### src/rtl/step_ctrl.sv
// rtl/step_ctrl.sv - run/pause/single-step controller issuing tick-aligned step pulses
module step_ctrl #(
  parameter int   CNT_W        = 16,
  parameter logic SYNC_RST_VAL = 1'b1
) (
  input  logic             clk,
  input  logic             rst,
  input  logic             tick,
  input  logic             run_btn,
  input  logic             step_btn,
  input  logic             halt,
  output logic             step_en,
  output logic             running,
  output logic             halted,
  output logic [CNT_W-1:0] step_cnt,
  output logic             cnt_ovf
);

  typedef enum logic [1:0] {
    ST_PAUSE = 2'd0,
    ST_RUN   = 2'd1,
    ST_HALT  = 2'd2
  } state_t;

  state_t     state, state_nxt;
  logic       step_pend, step_pend_nxt;
  logic       issue;

  logic [1:0] run_sync, step_sync;
  logic       run_hist, step_hist;
  logic       run_ev, step_ev;

  // Button synchronizers, history registers and registered rising-edge events.
  // Reset loads SYNC_RST_VAL so a button held through reset is not seen as a new press.
  always_ff @(posedge clk) begin
    if (rst) begin
      run_sync  <= {2{SYNC_RST_VAL}};
      step_sync <= {2{SYNC_RST_VAL}};
      run_hist  <= SYNC_RST_VAL;
      step_hist <= SYNC_RST_VAL;
      run_ev    <= 1'b0;
      step_ev   <= 1'b0;
    end else begin
      run_sync  <= {run_sync[0], run_btn};
      step_sync <= {step_sync[0], step_btn};
      run_hist  <= run_sync[1];
      step_hist <= step_sync[1];
      run_ev    <= run_sync[1] & ~run_hist;
      step_ev   <= step_sync[1] & ~step_hist;
    end
  end

  // FSM state and pending-step register.
  always_ff @(posedge clk) begin
    if (rst) begin
      state     <= ST_PAUSE;
      step_pend <= 1'b0;
    end else begin
      state     <= state_nxt;
      step_pend <= step_pend_nxt;
    end
  end

  // Next state, pending-step update and step issue decision; halt beats every other event.
  always_comb begin
    state_nxt     = state;
    step_pend_nxt = step_pend;
    issue         = 1'b0;
    case (state)
      ST_PAUSE: begin
        if (halt) begin
          state_nxt     = ST_HALT;
          step_pend_nxt = 1'b0;
        end else begin
          issue = tick & step_pend;
          if (run_ev) begin
            state_nxt     = ST_RUN;
            step_pend_nxt = 1'b0;
          end else if (issue) begin
            // A step press landing on the issuing tick is dropped, not re-armed.
            step_pend_nxt = 1'b0;
          end else if (step_ev) begin
            step_pend_nxt = 1'b1;
          end
        end
      end
      ST_RUN: begin
        step_pend_nxt = 1'b0;
        if (halt) begin
          state_nxt = ST_HALT;
        end else begin
          // A run press on the tick pauses instead of stepping.
          issue = tick & ~run_ev;
          if (run_ev) state_nxt = ST_PAUSE;
        end
      end
      ST_HALT: begin
        step_pend_nxt = 1'b0;
      end
      default: begin
        state_nxt     = ST_PAUSE;
        step_pend_nxt = 1'b0;
      end
    endcase
  end

  // Registered outputs and saturating step counter with sticky overflow flag.
  always_ff @(posedge clk) begin
    if (rst) begin
      step_en  <= 1'b0;
      running  <= 1'b0;
      halted   <= 1'b0;
      step_cnt <= '0;
      cnt_ovf  <= 1'b0;
    end else begin
      step_en <= issue;
      running <= (state_nxt == ST_RUN);
      halted  <= (state_nxt == ST_HALT);
      if (issue) begin
        if (&step_cnt) cnt_ovf <= 1'b1;
        else           step_cnt <= step_cnt + CNT_W'(1);
      end
    end
  end

endmodule

### config.mk
export PLATFORM = sky130hd
export DESIGN_NAME = step_ctrl
export DESIGN_NICKNAME = d
export VERILOG_FILES = /design/src/rtl/step_ctrl.sv
export SDC_FILE = /design/constraint.sdc
export NUM_CORES = 1
export LEC_CHECK = 0
export CAP_MARGIN = 40
export CORE_MARGIN = 5
export CORE_UTILIZATION = 35
export DETAILED_ROUTE_END_ITERATION = 6
export SLEW_MARGIN = 30
export SYNTH_ARGS = -nofsm -noshare
export SYNTH_HDL_FRONTEND = slang
export SYNTH_SLANG_ARGS = --single-unit
### constraint.sdc
create_clock -name clk -period 2.8 [get_ports clk]
set_input_delay 0.28 -clock clk [delete_from_list [all_inputs] [get_ports clk]]
set_output_delay 0.28 -clock clk [all_outputs]
set_load 0.05 [all_outputs]
### Word-level counts from Yosys, hierarchy flattened

Index checks and enable logic that the tools add are counted.

* register bits: 31
* input bits: 6
* output and inout bits: 20
* logic and storage cells: 40

* add/subtract/negate cells: 1
* equality and inequality tests: 4
* mux-type cells: 8
* bitwise logic cells: 9
* reductions and logical operators: 5

Operators with widths (number)
* $reduce_and A17 Y1: 1
* $add A16 B1 Y16 const B: 1
* $reduce_and A16 Y1: 1
* $mux W2: 4
* $pmux W2 S3: 1
* $not A1 Y1: 5
* $reduce_or A5 Y1: 1
* $and A1 B1 Y1: 4
* $eq A2 B1 Y1 const B: 2
* $eq A2 B2 Y1 const B: 2
* $logic_not A2 Y1: 1
* $mux W1: 2
* $pmux W1 S2: 1
* $reduce_and A2 Y1: 1

### Longest topological paths before layout

Gate-level depths: netlist of run 1.

* depth in word-level cells: 5
* gate-level depth with buffers: 6
* gate-level depth less buffers: 5

### Worst setup path before layout of run 1

Ideal clock, no wire load.

* path kind: reg2reg
* start point: register step_cnt[0]
* end point: register step_cnt[13]
* setup time: 0.123 ns
* arrival: 2.145 ns
* data required time: 2.677 ns
* setup slack: 0.531 ns
* cell stages (with the launch flop): 6
* path buffers: 0
* clock period less this slack: 2.269 ns
* cells stage by stage: dfxtp_1 ha_1 nand4_2 or4_4 nand4_1 mux2_1

* cells in the longest elaborated chain, start to end: 3
* elaborated cells between the ends (all ways): 4
* those cells by class: add/sub (1); bitwise (1); reduce/logical (2)

RTL lines
* from (decl): RTL line 15 `output logic [CNT_W-1:0] step_cnt,`
* from (signal assigned): RTL line 121 `else step_cnt <= step_cnt + CNT_W'(1);`
* parallel branches: the longest is 3 deep, another holds $add A16 B1 Y16

Parallel ways; which one is timed is not known.
A chain may end at the register's enable or synchronous reset.

### Final worst setup path of run 1

Same ends and word-level chain as after synthesis.

==> out/results.ini, run 1 <==
[timing]
setup_tns_ps = 0
period_needed_ps = 2020
worstMarginPinSlew_ps = 797
max_freq_mhz = 495
final_hold_viol_count = 0
finalCritPeriodShare_pct = 72.1
whs_ps = 394
setup_violations = 0
finalMaxSlewViolations = 0
rsz0062_at_grt = false
relSlewSlack_pct = 46.7
finClkSkew_ps = 2.06

[status]
status = finished, final reports clean

[pwr]
peakVddDrop_v = 0.000227
powerDensity_nw_per_um2 = 472
leakagePower_uw = 0.000608
power_uw = 837

[clocking]
post_cts_buffers = 0
cts_repair_resize_count = 0
clockBufferDepth = 2
cts_tree = done
cts_sinks = 31
htreeDepth = 2
cts_root_buffer = clkbuf_8
cts_hold_buf = 0
insertion_delay_ps = 280
path_clk_slew_ps = 60
cts-buffers-inserted = 5

[synthesis]
syn_nets = 154
synth_area_per_cell_um2 = 9.38
ys_warn_count = 0
ys_seq_elements = 31
ys_seq_area_share_pct = 45.0
synth_flop_cell = dfxtp_1
yosys-top-cells-count = dfxtp_1, nor2_1, a21oi_1, nand2_1, o31ai_1
post-synth-top-area-cell = dfxtp_1
synth_edf_count = 0
synth_most_common_cell = dfxtp_1
synthTopCellsByArea = dfxtp_1, o31ai_1, a21oi_1
synthDistinctLibCells = 39
netlist_area_um2 = 1380
syn-instance-count = 147
synthArstFlopShare_pct = 0
yosys.area.top_type_share_pct = 45.0

[final_layout]
finalNetCount = 183
drive_gt1_share_pct = 12.5
stdcell_count = 224
area_growth_pct = 28.6
antennaDiodeCount = 0
post-route-util_pct = 47.4

[setup_path]
critPathLaunchType = flip-flop
crit_required_ps = 2970
cp_top_family = simple AND/OR/NAND/NOR gates
slowest_stage = or4_4
worst-path-buf-inv = 0
r2r_cells = 5
worst_path_largest_cell_delay_ps = 590
path_depth = 5
critPathMaxFanout = 7
worstPathCellList = ha_1 -> nand4_2 -> or4_4 -> nand4_1 -> mux2_1
worstPathArrival_ps = 2190
critPathCaptureType = flip-flop
path_class = flip-flop to flip-flop

[grt]
grt_pass1_wl_um = 5270
grt_overflow_total = 0
grt_pass1_vias = 1098
antenna_found_initial = 0
grt_max_degree = 23
grt_util_all_layers_pct = 12.9

[routing]
routed-via-count = 1197
drtIter0Drc = 63
wl_per_cell_um = 13.9
drt_wl_total_um = 3100
vias_per_cell = 5.34
drc_errors = 0
ant_nets = 0
first_pass_iters = 4

[floorplanning]
die_h_um = 72.8
die-area_um2 = 5290
die_x_um = 72.8
initial_core_util_pct = 36.8
core_um2 = 3740
ioPinCount = 26
rows = 22

[placed_design]
numPortBuffers = 25
post-dp-hpwl_um = 2190
gp_congestion = 0.813
dp_cells = 217

[flow_run]
drv_cap = 0

[hold_path]
min_path_type = flip-flop to flip-flop
holdPathStages = 1

## final timing paths
kind | end | slack, ps | start
max reg2reg | step_cnt[13] | 780 | step_cnt[0]
max | step_cnt[13] | 780 | step_cnt[0]
min | run_ev | 390 | run_hist
min reg2reg | run_ev | 390 | run_hist
## flip-flops by register name, summed over array words and instances (netlist names)
register   cells
run_sync       2
step_pend      1
cnt_ovf        1
step_sync      2
run_ev         1
step_hist      1
step_cnt      16
state          2
run_hist       1
running        1
step_ev        1
step_en        1
halted         1
## layout make-up
class	count	area, µm²
tap	48	60.1
clock buffer	6	82.6
multi-input combinational	110	732
clock inverter	1	5.00
timing repair buffer	28	273
sequential	31	621
fill	382	1970
## power by group
group	internal [µW]	switching, µW	total [µW]
sequential	447	3.38	451
combinational	14.6	17.3	31.9
clock	192	162	354
total	654	182	837
## metrics by stage
step / worst slack [ps] / instance area, µm²
detailed placement: 563 / 1690
global route: 686 / 1770
CTS: 798 / 1770
global placement: 533 / 1680
floorplan: 531 / 1380
finish: 781 / 1770
## cell families (layout without fill, tap and decap cells)
group / after synthesis / in the layout / share of synthesized area, %
DFF: 31 / 31 / 45.0
muxes: 4 / 4 / 3.27
AOI/OAI and AO/OA: 30 / 30 / 14.4
xor gates and xnor gates: 1 / 1 / 0.635
and+or+nand+nor: 74 / 74 / 33.8
adders and majority gates: 1 / 1 / 0.907
buffers and inverters: 6 / 35 / 1.91
## routing by layer
layer,wire length [µm],GRT usage (%)
met2,1270,18.0
met5,0,0
met4,66,6.15
met3,199,4.68
met1,1560,17.5
## cell usage in the layout, fill, tap and decap left out, drive strengths merged, types with 4 or more instances in the layout
| cell type | netlist | final |
|---|---|---|
| dfxtp | 31 | 31 |
| clkdlybuf4s50 | 0 | 25 |
| nor2 | 13 | 13 |
| a21oi | 10 | 10 |
| nand2 | 10 | 10 |
| o31ai | 7 | 7 |
| or4 | 7 | 7 |
| nand3 | 6 | 6 |
| or2 | 6 | 6 |
| clkbuf | 3 | 6 |
| nand4 | 6 | 6 |
| nor2b | 5 | 5 |
| nor4 | 5 | 5 |
| mux2 | 4 | 4 |
Note: power is estimated with default switching activity, not from simulation.
==> inputs of run 2 (changes only) <==
==> constraint.sdc (replaced) <==
create_clock -name clk -period 1.8 [get_ports clk]
set_input_delay 0.18 -clock clk [delete_from_list [all_inputs] [get_ports clk]]
set_output_delay 0.18 -clock clk [all_outputs]
set_load 0.05 [all_outputs]
==> out/results.ini, run 2 (synthesized netlist as in run 1, its figures left out) <==
[routing]
first_pass_iters = 4  ; unchanged
wl_per_cell_um = 14.1  ; +1.7%
routed-via-count = 1268  ; +5.9%
drtIter0Drc = 92  ; +46%
drt_wl_total_um = 3270  ; +5.3%
vias_per_cell = 5.47  ; +2.3%
ant_nets = 0  ; unchanged
drc_errors = 0  ; unchanged

[floorplanning]
die_h_um = 72.8  ; unchanged
die-area_um2 = 5290  ; unchanged
ioPinCount = 26  ; unchanged
core_um2 = 3740  ; unchanged
initial_core_util_pct = 36.8  ; unchanged
die_x_um = 72.8  ; unchanged
rows = 22  ; unchanged

[setup_path]
worstPathCellList = clkdlybuf4s50_1
slowest_stage = clkdlybuf4s50_1
rr_endpoint = step_cnt[13]
worstPathArrival_ps = 1520  ; -670 ps
cp_top_family = buffers and inverters
critPathMaxFanout = 8  ; +1
worst_path_largest_cell_delay_ps = 830  ; +240 ps
crit-reg2reg-launch = step_cnt[0]
critPathLaunchType = flip-flop
critPathCaptureType = primary output
r2r_cells = 5  ; unchanged
path_class = flip-flop to primary output
worst-path-buf-inv = 1  ; +1
crit_required_ps = 1620  ; -1350 ps
regToRegSetupSlack_ps = 110  ; -670 ps

[placed_design]
dp_slack_ps = -151  ; -714 ps
gp_congestion = 0.790  ; -2.9%
numPortBuffers = 25  ; unchanged
place_area_um2 = 1810  ; +7.4%
post-dp-hpwl_um = 2350  ; +6.9%

[clocking]
post_cts_buffers = 0  ; unchanged
cts_sinks = 31  ; unchanged
clockBufferDepth = 2  ; unchanged
cts_tree = done
cts_root_buffer = clkbuf_8
insertion_delay_ps = 280  ; about the same
cts_hold_buf = 0  ; unchanged
cts-buffers-inserted = 5  ; unchanged
htreeDepth = 2  ; unchanged
cts_repair_resize_count = 0  ; unchanged
path_clk_slew_ps = 60  ; about the same

[hold_path]
min_from = step_hist
whs_endpoint = step_ev
holdPathStages = 1  ; unchanged
min_path_type = flip-flop to flip-flop

[final_layout]
final_common_cell = clkdlybuf4s50_1
largest_register_ffs = 16  ; unchanged
area_growth_pct = 40.3
final_cell_mix = clkdlybuf4s50_1, dfxtp_1, nor2_1
drive_gt1_share_pct = 26.1  ; +14 points
largest_register = step_cnt
fill_cells = 363  ; -5.0%
antennaDiodeCount = 0  ; unchanged
stdcell_area_um2 = 1930  ; +9.1%
finalNetCount = 190  ; +3.8%

[grt]
grt_pass1_wl_um = 5610  ; +6.4%
antenna_found_initial = 0  ; unchanged
grt_overflow_total = 0  ; unchanged
grt_max_degree = 36  ; +57%
grt_pass1_vias = 1212  ; +10%
grt_util_all_layers_pct = 13.6  ; +0.67 points

[timing]
final_hold_viol_count = 0  ; unchanged
period_needed_ps = 1700
setup_tns_ps = 0  ; unchanged
finalMaxSlewViolations = 0  ; unchanged
finalCritPeriodShare_pct = 94.5
relSlewSlack_pct = 66.4  ; +20 points
setup_violations = 0  ; unchanged
max_freq_mhz = 588
worstMarginPinSlew_ps = 503  ; -294 ps
finClkSkew_ps = 3.55  ; +1.49 ps
layout_setup_ws_ps = 99.6  ; -682 ps
rsz0062_at_grt = false

[pwr]
powerDensity_nw_per_um2 = 716  ; +52%
leakagePower_uw = 0.000673  ; +11%
peakVddDrop_v = 0.000431  ; +89%
power_uw = 1380  ; +65%

[status]
status = finished, final reports clean

[flow_run]
drv_cap = 0  ; unchanged

run 2: cell count changes in the layout (fill, tap and decap cells not counted):
cell / previous run / this run
buf_4: 3 / 9
ha_4: 0 / 1
dfxtp_1: 31 / 15
clkbuf_16: 0 / 1
nor2b_1: 5 / 4
dfxtp_2: 0 / 5
nor2b_2: 0 / 1
nand4_4: 0 / 1
dfxtp_4: 0 / 11
ha_1: 1 / 0
nand4_2: 2 / 1
buf_12: 0 / 1
run 2: area by class of cell:
type / instances / area (µm²) / area share, %
multi-input combinational: 110 / 756 / 39.1
sequential: 31 / 668 / 34.5
timing repair buffer: 35 / 338 / 17.5
clock buffer: 7 / 108 / 5.56
tap: 48 / 60.1 / 3.10
clock inverter: 1 / 5.00 / 0.259
run 2: where the power goes:
part | total, µW | switching, µW | internal [µW]
clock | 643 | 251 | 391
combinational | 57.0 | 28.4 | 28.6
sequential | 685 | 5.59 | 679
total | 1380 | 285 | 1100
run 2: worst max path at each step:
stage,start,end,depth (start not counted)
floorplan,step_cnt[5],step_cnt[13],4
global placement,tick,step_cnt[11],6
detailed placement,tick,step_cnt[11],6
CTS,step_cnt[0],step_cnt[13],5
global route,step_cnt[0],step_cnt[13],5
finish,step_cnt[2],step_cnt[2],1
run 2: worst register-to-register path, stage by stage, from the launching register on:
cell and delay (ps):
dfxtp_4 390, ha_4 170, nand4_4 130, or4_4 460, nand4_1 120, mux2_1 310
run 2: through the flow:
| step | instances | hold WS, ps | util (%) |
|---|---|---|---|
| 2_1_floorplan | 147 | 258 | - |
| 5_1_grt | 232 | 391 | 51.7 |
| 3_3_place_gp | 224 | 380 | 48.4 |
| 3_5_place_dp | 224 | 385 | 48.4 |
| 6_report | 232 | 391 | 51.7 |
| 4_1_cts | 232 | 393 | 51.4 |
run 2: layer usage:
metal,global-route usage (%),routed length [µm],vias up
li1,-,-,637
met1,18.4,1590,605
met2,20.4,1520,20
met3,3.72,110,6
met4,5.33,49,0
met5,0,0,-
==> inputs of run 3 (changes only) <==
--- a/config.mk
+++ b/config.mk
@@ -9,6 +9,7 @@
 export CORE_MARGIN = 5
 export CORE_UTILIZATION = 35
 export DETAILED_ROUTE_END_ITERATION = 6
+export RECOVER_POWER = 25
 export SLEW_MARGIN = 30
 export SYNTH_ARGS = -nofsm -noshare
 export SYNTH_HDL_FRONTEND = slang
==> out/results.ini, run 3 (synthesized netlist as in run 1, its figures left out) <==
[grt]
grt_util_all_layers_pct = 13.6  ; unchanged
grt_pass1_vias = 1212  ; unchanged
antenna_found_initial = 0  ; unchanged
grt_max_degree = 36  ; unchanged
grt_pass1_wl_um = 5610  ; unchanged
grt_overflow_total = 0  ; unchanged

[routing]
routed-via-count = 1265  ; -0.24%
wl_met2_um = 1500  ; -1.4%
wl_per_cell_um = 14.0  ; -0.43%
top_layer = met4
drt_wl_total_um = 3250  ; -0.43%
drc_errors = 0  ; unchanged
wl_met3_um = 173  ; +57%
ant_nets = 0  ; unchanged
drt-met1-wl_um = 1540  ; -3.3%
first_pass_iters = 4  ; unchanged
vias_per_cell = 5.45  ; -0.24%
drtIter0Drc = 92  ; unchanged

[setup_path]
critPathCaptureType = primary output
worst-path-buf-inv = 1  ; unchanged
path_class = flip-flop to primary output
cp_top_family = buffers and inverters
crit_required_ps = 1620  ; about the same
worstPathArrival_ps = 1520  ; about the same
critPathMaxFanout = 8  ; unchanged
worstPathCellList = clkdlybuf4s50_1
worst_path_largest_cell_delay_ps = 830  ; about the same
critPathLaunchType = flip-flop
slowest_stage = clkdlybuf4s50_1

[floorplanning]
die_x_um = 72.8  ; unchanged
ioPinCount = 26  ; unchanged
initial_core_util_pct = 36.8  ; unchanged
core_um2 = 3740  ; unchanged
die_h_um = 72.8  ; unchanged
die-area_um2 = 5290  ; unchanged
rows = 22  ; unchanged

[final_layout]
largest_register_ffs = 16  ; unchanged
final_common_cell = clkdlybuf4s50_1
drive_gt1_share_pct = 26.1  ; unchanged
final_cell_mix = clkdlybuf4s50_1, dfxtp_1, nor2_1
area_growth_pct = 39.2
finalNetCount = 190  ; unchanged
antennaDiodeCount = 0  ; unchanged
largest_register = step_cnt

[clocking]
cts_tree = done
cts-buffers-inserted = 5  ; unchanged
insertion_delay_ps = 280  ; about the same
clockBufferDepth = 2  ; unchanged
htreeDepth = 2  ; unchanged
cts_sinks = 31  ; unchanged
cts_hold_buf = 0  ; unchanged
path_clk_slew_ps = 60  ; about the same
post_cts_buffers = 0  ; unchanged
cts_root_buffer = clkbuf_8

[timing]
relSlewSlack_pct = 55.8  ; -11 points
final_hold_viol_count = 0  ; unchanged
worstMarginPinSlew_ps = 663  ; +160 ps
period_needed_ps = 1700  ; -2.86 ps
rsz0062_at_grt = false
setup_tns_ps = 0  ; unchanged
finalMaxSlewViolations = 0  ; unchanged
setup_violations = 0  ; unchanged
finalCritPeriodShare_pct = 94.3  ; -0.16 points
max_freq_mhz = 589  ; +0.17%
finClkSkew_ps = 3.35  ; -0.197 ps
layout_setup_ws_ps = 102  ; +2.86 ps

[placed_design]
dp_slack_ps = -151  ; unchanged
numPortBuffers = 25  ; unchanged
post-dp-hpwl_um = 2350  ; unchanged
gp_congestion = 0.790  ; unchanged

[pwr]
leakagePower_uw = 0.000668  ; -0.74%
peakVddDrop_v = 0.000431  ; about the same
powerDensity_nw_per_um2 = 718  ; +0.31%

[flow_run]
drv_cap = 0  ; unchanged

[hold_path]
min_path_type = flip-flop to flip-flop

[status]
status = finished, final reports clean

## run 3: where the power goes
part / internal [µW] / total [µW] / switching [µW]
combinational: 24.5 / 52.4 / 27.8
sequential: 679 / 685 / 5.59
clock: 391 / 641 / 250
## run 3: stage by stage
stage / cell area [µm²] / total power, µW / hold slack, ps / cells / utilization [%]
after floorplan: 1440 / 726 / 258 / 147 / -
after global placement: 1810 / 755 / 380 / 224 / 48.4
after detailed placement: 1810 / 758 / 385 / 224 / 48.4
after CTS: 1920 / 1400 / 393 / 232 / 51.4
after global routing: 1920 / 1440 / 391 / 232 / 51.3
final: 1920 / 1380 / 390 / 232 / 51.3
## run 3: repair_timing
item | 4_1_cts | 5_1_grt
hold endpoints to repair | 0 | 0
gates resized for setup | 0 | 2
setup endpoints to repair | 0 | 3
## run 3: path summary, 6_finish.rpt
kind,start,to,slack [ps],depth (start not counted)
min,step_hist,step_ev,390,1
max reg2reg,step_cnt[0],step_cnt[13],110,5
max,step_cnt[2],step_cnt[2],100,1
min reg2reg,step_hist,step_ev,390,1
## run 3: per-layer routing
layer / up-vias / GRT usage, %
met5: - / 0
met4: 0 / 5.33
met2: 31 / 20.4
li1: 638 / -
met1: 590 / 18.4
met3: 6 / 3.72
## run 3: final cells by class
class | instances | area [µm²]
fill | 365 | 1820
clock buffer | 7 | 108
multi-input combinational | 110 | 756
sequential | 31 | 668
tap | 48 | 60.1
timing repair buffer | 35 | 323
clock inverter | 1 | 5.00
